[src/rtl/spi_pkg.sv]
// Shared constants and types for the SPI receive command path.
package spi_pkg;

   localparam int unsigned SPI_WORD_W     = 16;
   localparam int unsigned SPI_FIFO_DEPTH = 8;
   localparam int unsigned SPI_TIMEOUT    = 1023;

   typedef logic [SPI_WORD_W-1:0] spi_word_t;

   // Receiver framing state: IDLE between words, SHIFT while a word is partial.
   typedef enum logic {
      RX_IDLE  = 1'b0,
      RX_SHIFT = 1'b1
   } rx_state_e;

endpackage

[src/rtl/spi_slave_rx_if.sv]
// Valid/ready word stream from the SPI receiver to instruction decode.
interface spi_slave_rx_if
   import spi_pkg::*;
#(
   parameter int unsigned WORD_W = SPI_WORD_W
);

   logic [WORD_W-1:0] word_data;
   logic              word_valid;
   logic              word_ready;

   modport master (output word_data, output word_valid, input word_ready);
   modport slave  (input word_data, input word_valid, output word_ready);

endinterface

[src/rtl/spi_rx_fifo.sv]
// Synchronous first-word-fall-through FIFO with wrap-bit occupancy count.
module spi_rx_fifo #(
   parameter int unsigned WIDTH = 16,
   parameter int unsigned DEPTH = 8
) (
   input  logic                     clk,
   input  logic                     rst,
   input  logic                     push,
   input  logic [WIDTH-1:0]         push_data,
   input  logic                     pop,
   output logic [WIDTH-1:0]         pop_data,
   output logic                     full,
   output logic                     empty,
   output logic [$clog2(DEPTH):0]   count
);

   localparam int unsigned AW = $clog2(DEPTH);
   localparam int unsigned CW = AW + 1;

   logic [WIDTH-1:0] mem [DEPTH];
   logic [AW:0]      wr_ptr;
   logic [AW:0]      rd_ptr;
   logic             rd_en_c;
   logic             wr_en_c;

   // Occupancy comes from the pointer difference; the extra bit separates full from empty.
   assign count    = wr_ptr - rd_ptr;
   assign empty    = (count == CW'(0));
   assign full     = (count == CW'(DEPTH));
   assign rd_en_c  = pop & ~empty;
   assign wr_en_c  = push & (~full | rd_en_c);
   assign pop_data = empty ? '0 : mem[rd_ptr[AW-1:0]];

   // Storage array; contents are don't-care until written so no reset is needed.
   always_ff @(posedge clk) begin
      if (wr_en_c) mem[wr_ptr[AW-1:0]] <= push_data;
   end

   // Read/write pointers.
   always_ff @(posedge clk) begin
      if (rst) begin
         wr_ptr <= '0;
         rd_ptr <= '0;
      end else begin
         if (wr_en_c) wr_ptr <= wr_ptr + CW'(1);
         if (rd_en_c) rd_ptr <= rd_ptr + CW'(1);
      end
   end

endmodule

[src/rtl/spi_slave_rx.sv]
// SPI slave receiver: synchronises sclk/mosi, deserialises MSB-first words and buffers them.
module spi_slave_rx
   import spi_pkg::*;
#(
   parameter int unsigned WORD_W     = SPI_WORD_W,
   parameter int unsigned FIFO_DEPTH = SPI_FIFO_DEPTH,
   parameter int unsigned TIMEOUT    = SPI_TIMEOUT
) (
   input  logic                          clk,
   input  logic                          rst,
   input  logic                          spi_sclk,
   input  logic                          spi_mosi,
   spi_slave_rx_if.master                word_if,
   output logic [$clog2(FIFO_DEPTH):0]   fifo_count,
   output logic                          overflow,
   output logic                          frame_err
);

   localparam int unsigned BIT_W  = $clog2(WORD_W);
   localparam int unsigned IDLE_W = $clog2(TIMEOUT + 1);

   logic              sclk_s1, sclk_s2, sclk_prev;
   logic              mosi_s1, mosi_s2;
   logic [1:0]        arm_cnt;
   logic              armed;
   rx_state_e         state;
   logic [BIT_W-1:0]  bit_cnt;
   logic [WORD_W-2:0] shift_q;
   logic [IDLE_W-1:0] idle_cnt;
   logic              push_q;
   logic [WORD_W-1:0] push_data_q;
   logic              fifo_full;
   logic              fifo_empty;
   logic              rise_c;
   logic              timeout_c;
   logic              pop_c;
   logic [WORD_W-1:0] next_word_c;

   assign rise_c      = sclk_s2 & ~sclk_prev & armed;
   assign timeout_c   = (idle_cnt == IDLE_W'(TIMEOUT));
   assign next_word_c = {shift_q, mosi_s2};
   assign pop_c       = word_if.word_ready & ~fifo_empty;

   // Two-flop synchronisers plus previous-sclk flop for edge detection.
   always_ff @(posedge clk) begin
      if (rst) begin
         sclk_s1   <= 1'b0;
         sclk_s2   <= 1'b0;
         sclk_prev <= 1'b0;
         mosi_s1   <= 1'b0;
         mosi_s2   <= 1'b0;
      end else begin
         sclk_s1   <= spi_sclk;
         sclk_s2   <= sclk_s1;
         sclk_prev <= sclk_s2;
         mosi_s1   <= spi_mosi;
         mosi_s2   <= mosi_s1;
      end
   end

   // Hold off edge detection until the sync pipeline holds real pin samples.
   always_ff @(posedge clk) begin
      if (rst) begin
         arm_cnt <= 2'd0;
         armed   <= 1'b0;
      end else begin
         if (arm_cnt != 2'd3) arm_cnt <= arm_cnt + 2'd1;
         if (arm_cnt == 2'd2) armed <= 1'b1;
      end
   end

   // Framing FSM: shift bits on each rise, emit full words, drop stale partial words.
   always_ff @(posedge clk) begin
      if (rst) begin
         state       <= RX_IDLE;
         bit_cnt     <= '0;
         shift_q     <= '0;
         idle_cnt    <= '0;
         push_q      <= 1'b0;
         push_data_q <= '0;
         frame_err   <= 1'b0;
      end else begin
         push_q    <= 1'b0;
         frame_err <= 1'b0;

         if (rise_c)         idle_cnt <= '0;
         else if (!timeout_c) idle_cnt <= idle_cnt + IDLE_W'(1);

         case (state)
            RX_IDLE: begin
               if (rise_c) begin
                  shift_q <= next_word_c[WORD_W-2:0];
                  bit_cnt <= BIT_W'(1);
                  state   <= RX_SHIFT;
               end
            end
            RX_SHIFT: begin
               if (rise_c) begin
                  shift_q <= next_word_c[WORD_W-2:0];
                  if (bit_cnt == BIT_W'(WORD_W - 1)) begin
                     push_q      <= 1'b1;
                     push_data_q <= next_word_c;
                     bit_cnt     <= '0;
                     state       <= RX_IDLE;
                  end else begin
                     bit_cnt <= bit_cnt + BIT_W'(1);
                  end
               end else if (timeout_c) begin
                  bit_cnt   <= '0;
                  shift_q   <= '0;
                  frame_err <= 1'b1;
                  state     <= RX_IDLE;
               end
            end
            default: state <= RX_IDLE;
         endcase
      end
   end

   // Sticky flag for completed words lost to a full FIFO.
   always_ff @(posedge clk) begin
      if (rst)                               overflow <= 1'b0;
      else if (push_q && fifo_full && !pop_c) overflow <= 1'b1;
   end

   spi_rx_fifo #(
      .WIDTH (WORD_W),
      .DEPTH (FIFO_DEPTH)
   ) u_fifo (
      .clk       (clk),
      .rst       (rst),
      .push      (push_q),
      .push_data (push_data_q),
      .pop       (word_if.word_ready),
      .pop_data  (word_if.word_data),
      .full      (fifo_full),
      .empty     (fifo_empty),
      .count     (fifo_count)
   );

   assign word_if.word_valid = ~fifo_empty;

endmodule

[src/flat_wrapper.sv]
// flat-port wrapper written by rule: the top's interface ports become plain ports
module spi_slave_rx_flat import spi_pkg::*;
#(
   parameter int unsigned WORD_W     = SPI_WORD_W,
   parameter int unsigned FIFO_DEPTH = SPI_FIFO_DEPTH,
   parameter int unsigned TIMEOUT    = SPI_TIMEOUT
)
  (clk, rst, spi_sclk, spi_mosi, fifo_count, overflow, frame_err, word_if_word_data, word_if_word_valid, word_if_word_ready);
  spi_slave_rx_if #(.WORD_W(WORD_W)) word_if_i ();
  input  logic clk;
  input  logic rst;
  input  logic spi_sclk;
  input  logic spi_mosi;
  output logic [$clog2(FIFO_DEPTH):0] fifo_count;
  output logic overflow;
  output logic frame_err;
  output wire logic [$bits(word_if_i.word_data)-1:0] word_if_word_data;
  output wire logic [$bits(word_if_i.word_valid)-1:0] word_if_word_valid;
  input wire logic [$bits(word_if_i.word_ready)-1:0] word_if_word_ready;
  assign word_if_word_data = word_if_i.word_data;
  assign word_if_word_valid = word_if_i.word_valid;
  assign word_if_i.word_ready = word_if_word_ready;
  spi_slave_rx #(.WORD_W(WORD_W), .FIFO_DEPTH(FIFO_DEPTH), .TIMEOUT(TIMEOUT)) u_core (.clk(clk), .rst(rst), .spi_sclk(spi_sclk), .spi_mosi(spi_mosi), .word_if(word_if_i), .fifo_count(fifo_count), .overflow(overflow), .frame_err(frame_err));
endmodule
[config.mk]
export PLATFORM = sky130hd
export DESIGN_NAME = spi_slave_rx_flat
export DESIGN_NICKNAME = d
export VERILOG_FILES = /design/src/rtl/spi_pkg.sv /design/src/rtl/spi_slave_rx_if.sv /design/src/rtl/spi_rx_fifo.sv /design/src/rtl/spi_slave_rx.sv /design/src/flat_wrapper.sv
export SDC_FILE = /design/constraint.sdc
export NUM_CORES = 1
export LEC_CHECK = 0
export BUFFER_PORTS_ARGS = -buffer_cell sky130_fd_sc_hd__buf_2
export CORE_MARGIN = 3
export CORE_UTILIZATION = 40
export CTS_CLUSTER_DIAMETER = 120
export DETAILED_ROUTE_END_ITERATION = 7
export GPL_TIMING_DRIVEN = 0
export PLACE_DENSITY = 0.67
export SLEW_MARGIN = 20
export SYNTH_ARGS = -nofsm -noshare
export SYNTH_HDL_FRONTEND = slang
export SYNTH_SLANG_ARGS = --single-unit
[constraint.sdc]
create_clock -name clk -period 7.5 [get_ports clk]
set_clock_uncertainty 0.2 [all_clocks]
set_input_delay 0.375 -clock clk [delete_from_list [all_inputs] [get_ports clk]]
set_output_delay 0.375 -clock clk [all_outputs]
set_load 0.05 [all_outputs]
# Word level (Yosys, flattened, before mapping)
# Memories as Yosys holds them, arrays and structs flattened. A register that Yosys moved wholly into a read port is not among the register bits.
# Index checks and enable logic that the tools add are counted.
# word_totals
register_bits,65
latch_bits,0
ramBits,128
rom_bits,0
in_bits,5
out_inout_bits,23
word_cells,71
mem_count,1
# memory_table
memory,words,width,rd,rd_clocked_by_memory_dff,write_ports,line,source
u_core.u_fifo.mem,8,16,1,1,1,spi_rx_fifo.sv:20,logic [WIDTH-1:0] mem [DEPTH];
# op_classes
addsub,6
n_mul,0
div,0
n_lt_le_gt_ge,0
eq_ne,7
shifts,0
n_mux,21
bitwise,10
n_reduce_logical,9
# op_table
operator,count
15-bit 2-to-1 mux,3
15-bit one-hot mux with 2 select lines,1
16-bit 2-to-1 mux,1
4-bit 2-to-1 mux,4
"4-bit by 1-bit adder with 4-bit output, second input constant",3
"10-bit by 1-bit adder with 10-bit output, second input constant",1
"10-bit == test, second input constant",1
"4-bit == test, second input constant",2
1-bit 2-to-1 mux,8
4-bit one-hot mux with 2 select lines,1
3-bit 2-to-1 mux,2
3-bit OR reduction,2
1-bit inverter,5
1-bit AND,4
4-bit zero test,1
4-bit subtractor,1
"3-bit != test, second input constant",1
3-bit AND reduction,1
"2-bit by 1-bit adder with 2-bit output, second input constant",1
"2-bit == test, second input constant",1
1-bit logical AND,2
"2-bit by 1-bit != test with 1-bit output, second input constant",1
"2-bit != test, second input constant",1
1-bit one-hot mux with 2 select lines,1
other kinds (4),4

# Depth between registers and ports, before layout
# depth
word_depth,8
mapped_depth,9
depth_no_buf,9

# Modules after synthesis
# From an unflattened synthesis, not the netlist that was laid out.
# hier_totals
hier_cells,465
hier_area_um2,7558.5
# modules_own_cells
module,instances,cells_per_inst,area_per_inst_um2
spi_rx_fifo,1,281,5535.3
spi_slave_rx,1,184,2023.2

# Worst setup path before layout
# Ideal clock, no wire load.
# synth_timing
path_kind,register -> register
start,reg u_core.u_fifo.wr_ptr[0]
end,"mem u_core.u_fifo.mem[4][0], enable pin"
arrival_ns,3.874
required_ns,6.864
setup_slack_ns,2.990
stages_incl_launch_ff,9
n_path_buf,0
synth_period_minus_slack_ns,4.510
path_cell_list,dfxtp_1 -> inv_1 -> ha_1 -> inv_1 -> fa_1 -> nor2b_1 -> o2111a_2 -> nand2b_1 -> nor4b_1
# synth_between
elab_chain_len,8
word_cells_on_any_way,10
cone_classes,1 x add/sub; 1 x eq/ne; 2 x mux; 5 x bitwise; 1 x reduce/logical
# synth_rtl
item,line,source
start: declaration,spi_rx_fifo.sv:21,logic [AW:0] wr_ptr;
start signal: assignment,spi_rx_fifo.sv:45,if (wr_en_c) wr_ptr <= wr_ptr + CW'(1);
4-bit subtractor *,spi_rx_fifo.sv:27,assign count = wr_ptr - rd_ptr;
named net fifo_count[1],flat_wrapper.sv:14,output logic [$clog2(FIFO_DEPTH):0] fifo_count;
4-bit zero test,spi_rx_fifo.sv:28,assign empty = (count == CW'(0));
1-bit inverter,spi_rx_fifo.sv:30,assign rd_en_c = pop & ~empty;
1-bit AND,spi_rx_fifo.sv:30,
1-bit bitwise OR *,spi_rx_fifo.sv:31,assign wr_en_c = push & (~full | rd_en_c);
1-bit AND *,spi_rx_fifo.sv:31,
1-bit 2-to-1 mux *,spi_rx_fifo.sv:36,if (wr_en_c) mem[wr_ptr[AW-1:0]] <= push_data;
1-bit 2-to-1 mux (implied by the code) *,spi_rx_fifo.sv:36,
end: declaration,spi_rx_fifo.sv:20,
# Mark *: on every way through the listed nets, which the timed path passes. The rest lies on a longest branch.

# Worst setup path after layout
# layout_timing
start,reg u_core.u_fifo.wr_ptr[0]
end,out word_if_word_data[12]
# layout_between
elab_chain_len,3
# layout_rtl
item,line,source
4-bit subtractor,spi_rx_fifo.sv:27,
4-bit zero test,spi_rx_fifo.sv:28,
16-bit 2-to-1 mux,spi_rx_fifo.sv:32,assign pop_data = empty ? '0 : mem[rd_ptr[AW-1:0]];
end: declaration,flat_wrapper.sv:17,output wire logic [$bits(word_if_i.word_data)-1:0] word_if_word_data;
# No other way between the ends.

==> flow_metrics.env <==
export IMPL_cts_setup_buffers=0
export IMPL_dr_pass1_iters=4
export IMPL_worstPathCellList="inv_1 -> ha_1 -> inv_1 -> fa_1 -> xnor2_1 -> nand2_1 -> nor2_2 -> buf_2 -> nor2_1 -> buf_2"
export IMPL_grt_pass1_wl_mm=22.66
export IMPL_die_area_sq_mm=0.02046
export IMPL_cts_resized=0
export IMPL_arrival_ns=3.32
export IMPL_cts_tree="done"
export IMPL_setup_viol=0
export IMPL_synthXorXnorAreaFrac_pct=1.283
export IMPL_final_util_pct=47.49
export IMPL_ios=28
export IMPL_p_int_w=0.001788
export IMPL_dieHeight_um=143.0
export IMPL_synth_area_leaders="edfxtp_1, dfxtp_1, mux4_2, a22o_1, mux2i_1"
export IMPL_leakage_nw=3.123
export IMPL_cp_start_kind="flop"
export IMPL_netSwitchingPower_w=0.0008442
export IMPL_syn2layout_area_growth_pct=15.13
export IMPL_finalCritPeriodShare_pct=51.88
export IMPL_synthMostInstantiatedCell="edfxtp_1"
export IMPL_synthDistinctLibCells=51
export IMPL_ant_nets=0
export IMPL_clkTransAtPathRegs_ns=0.07
export IMPL_synth_top_area_cell="edfxtp_1"
export IMPL_tns_ns=0
export IMPL_antenna_found_initial=0
export IMPL_root_buffer="clkbuf_16"
export IMPL_maxCapViolCount=0
export IMPL_crit_path_end_kind="primary output"
export IMPL_synthArstFlopShare_pct=0
export IMPL_synth_adder_area_share_pct=1.766
export IMPL_critPathMaxFanout=10
export IMPL_synth_edf_count=128
export IMPL_start_util_pct=41.25
export IMPL_portBuffers=26
export IMPL_grt_max_degree=17
export IMPL_place_hpwl_mm=9.766
export IMPL_p_seq_share_pct=44.3
export IMPL_drc=0
export IMPL_dr_first_iter_drc_count=298
export IMPL_worstMarginPinSlew_ns=0.8908
export IMPL_yosys_top_cells_count="edfxtp_1, dfxtp_1, nor2_1"
export IMPL_syn_nets=482
export IMPL_synth_compound_area_share_pct=6.847
export IMPL_p_comb_share_pct=23.8
export IMPL_grt_setup_unrepaired="no"
export IMPL_max_clock_path_buffers=2
export IMPL_vias=4067
export IMPL_synth_top_family_by_area="multiplexers"
export IMPL_gp_congestion=0.7874
export IMPL_max_slew_margin_pct=40.61
export IMPL_yosysSeqAreaShare_pct=69.30
export IMPL_status="finished clean"
export IMPL_slew_viol_final=0
export IMPL_cts_sinks=196
export IMPL_clkLatencyLatePin_ns=0.43
export IMPL_grt_overflow=0
export IMPL_num_rows=49
export IMPL_max_stage_delay_ns=0.44
export IMPL_worst_hold_slack_ns=0.1883
export IMPL_hold_depth=2
export IMPL_wl_per_cell_um=18.34
export IMPL_cp_slowest_cell="fa_1"
export IMPL_synth_area_sq_mm=0.007511
export IMPL_p_per_area_mw_per_mm2=304.4
export IMPL_power_clock_fraction_pct=31.9
export IMPL_crit_type="reg2out"
export IMPL_synth_seq_cells=196
export IMPL_wirelength_mm=14.19
export IMPL_path_depth=10
export IMPL_diodes=0
export IMPL_h_tree_depth=4
export IMPL_die_w_um=143.0
export IMPL_crit_buf_inv=4
export IMPL_final_layout_size_suffix_gt1_share_pct=23.49
export IMPL_peakVddDrop_uv=192.1
export IMPL_p_sw_share_pct=32.07
export IMPL_numCtsBuffers=17
export IMPL_fp_coreArea_sq_mm=0.01821
export IMPL_crit_family="buffers and inverters"
export IMPL_fmax_mhz=257.0
export IMPL_finalPower_w=0.002632
export IMPL_worst_hold_path_type="in2reg"
export IMPL_first_global_vias=4152
export IMPL_min_period_ns=3.891
export IMPL_yosys_most_used_dff="edfxtp_1"
export IMPL_synthMuxAreaShare_pct=12.01
export IMPL_synth_simple_area_share_pct=6.780
export IMPL_avgSynthCellArea_sq_um=16.08
export IMPL_synth_cells=467
export IMPL_place_ws_ns=3.798
export IMPL_rr_worst_depth=10
export IMPL_hold_viol_final=0
export IMPL_required_ns=6.92
export IMPL_fillCellCount=1512
export IMPL_grt_usage_pct=14.79
export IMPL_nets=547
export IMPL_synth_warnings=0
export IMPL_synth_top_cell_area_share_pct=51.17
export IMPL_viasPerCell=5.255
export IMPL_fin_ws_ns=3.609
per-stage QoR:
step	std cells	instance area (sq um)
final	774	8647
after global routing	774	8647
after global placement	722	7928
after CTS	774	8647
after detailed placement	740	8084
after floorplan	467	7511
power by group through the flow:
stage               logic [W]  registers [W]  clock network, W
floorplan            0.000491        0.00118                 0
global placement     0.000626        0.00119                 0
detailed placement   0.000637        0.00119                 0
CTS                  0.000638        0.00117          0.000852
global route         0.000677        0.00117          0.000894
finish               0.000628        0.00117          0.000839
final cells by class:
class,instances,area [sq um],share of cell area (%)
Multi-Input combinational cell,236,2193,25.37
Clock buffer,19,432.9,5.007
Tap cell,229,286.5,3.314
Inverter,13,48.80,0.5643
Clock inverter,13,110.1,1.273
Sequential cell,196,5205,60.19
Timing Repair Buffer,46,267.8,3.097
Buffer,22,102.6,1.187
worst reg2reg max path: cells and delay by family, from the launching register on:
| family | cells | cell delay (ns) |
|---|---|---|
| simple gates | 2 | 1.11 |
| buf+inv | 4 | 0.67 |
| fa+ha+maj | 2 | 0.62 |
| flops | 1 | 0.40 |
| xor+xnor | 1 | 0.20 |
| compound gates | 1 | 0.20 |
registers in the layout, summed over array words and instances (netlist names), named ones only:
signal,cells
u_core.u_fifo.mem,128
u_core.push_data_q,16
u_core.shift_q,15
u_core.idle_cnt,10
u_core.bit_cnt,4
u_core.u_fifo.rd_ptr,4
u_core.u_fifo.wr_ptr,4
u_core.arm_cnt,2
u_core.armed,1
u_core.frame_err,1
u_core.mosi_s1,1
u_core.mosi_s2,1
u_core.overflow,1
u_core.push_q,1
u_core.sclk_prev,1
u_core.sclk_s1,1
u_core.sclk_s2,1
u_core.state,1
timing repair:
item / 4_1_cts / 5_1_grt
endpoints found under the hold margin: 2 / 0
endpoints found under the setup margin: 0 / 0
hold buffers: 2 / 0
path summary, 6_finish.rpt:
| kind | slack [ns] | start | end |
|---|---|---|---|
| setup / recovery | 3.61 | u_core.u_fifo.wr_ptr[0]$_SDFFE_PP0P_ | word_if_word_data[12] |
| hold / removal | 0.19 | rst | u_core.sclk_s1$_SDFF_PP0_ |
| setup reg to reg | 3.80 | u_core.u_fifo.wr_ptr[0]$_SDFFE_PP0P_ | u_core.u_fifo.mem[4][12]$_DFFE_PP_ |
| hold reg to reg | 0.25 | u_core.mosi_s1$_SDFF_PP0_ | u_core.mosi_s2$_SDFF_PP0_ |
kinds of logic (layout without fill, tap and decap cells):
kind of cell,after synthesis,count (layout)
flip-flops,196,196
AND/OR/NAND/NOR,97,97
AO/OA/AOI/OAI,68,68
multiplexers,50,50
buffers and inverters,35,113
XOR/XNOR,11,11
adder cells (fa/ha/maj),10,10
metal layers:
metal	wire (um)	global-route usage, %	vias to the layer above
met4	161	5.503	0
met1	6197	18.50	2036
met3	616	3.650	12
met2	7218	25.00	73
met5	0	0	-
li1	-	-	1946
placed cells by master, fill, tap and decap left out, drive strengths merged, types with 7 or more instances in the layout:
| cell type | Yosys | routed |
|---|---|---|
| mux2i | 17 | 17 |
| ha | 9 | 9 |
| nor2b | 8 | 8 |
| a21oi | 16 | 16 |
| clkbuf | 11 | 30 |
| dfxtp | 68 | 68 |
| buf | 11 | 55 |
| mux4 | 32 | 32 |
| nor2 | 43 | 43 |
| edfxtp | 128 | 128 |
| nand2 | 11 | 11 |
| nand4 | 7 | 7 |
| inv | 13 | 15 |
| clkinv | 0 | 7 |
| a22o | 31 | 31 |
Note: power is estimated with default switching activity, not from simulation.
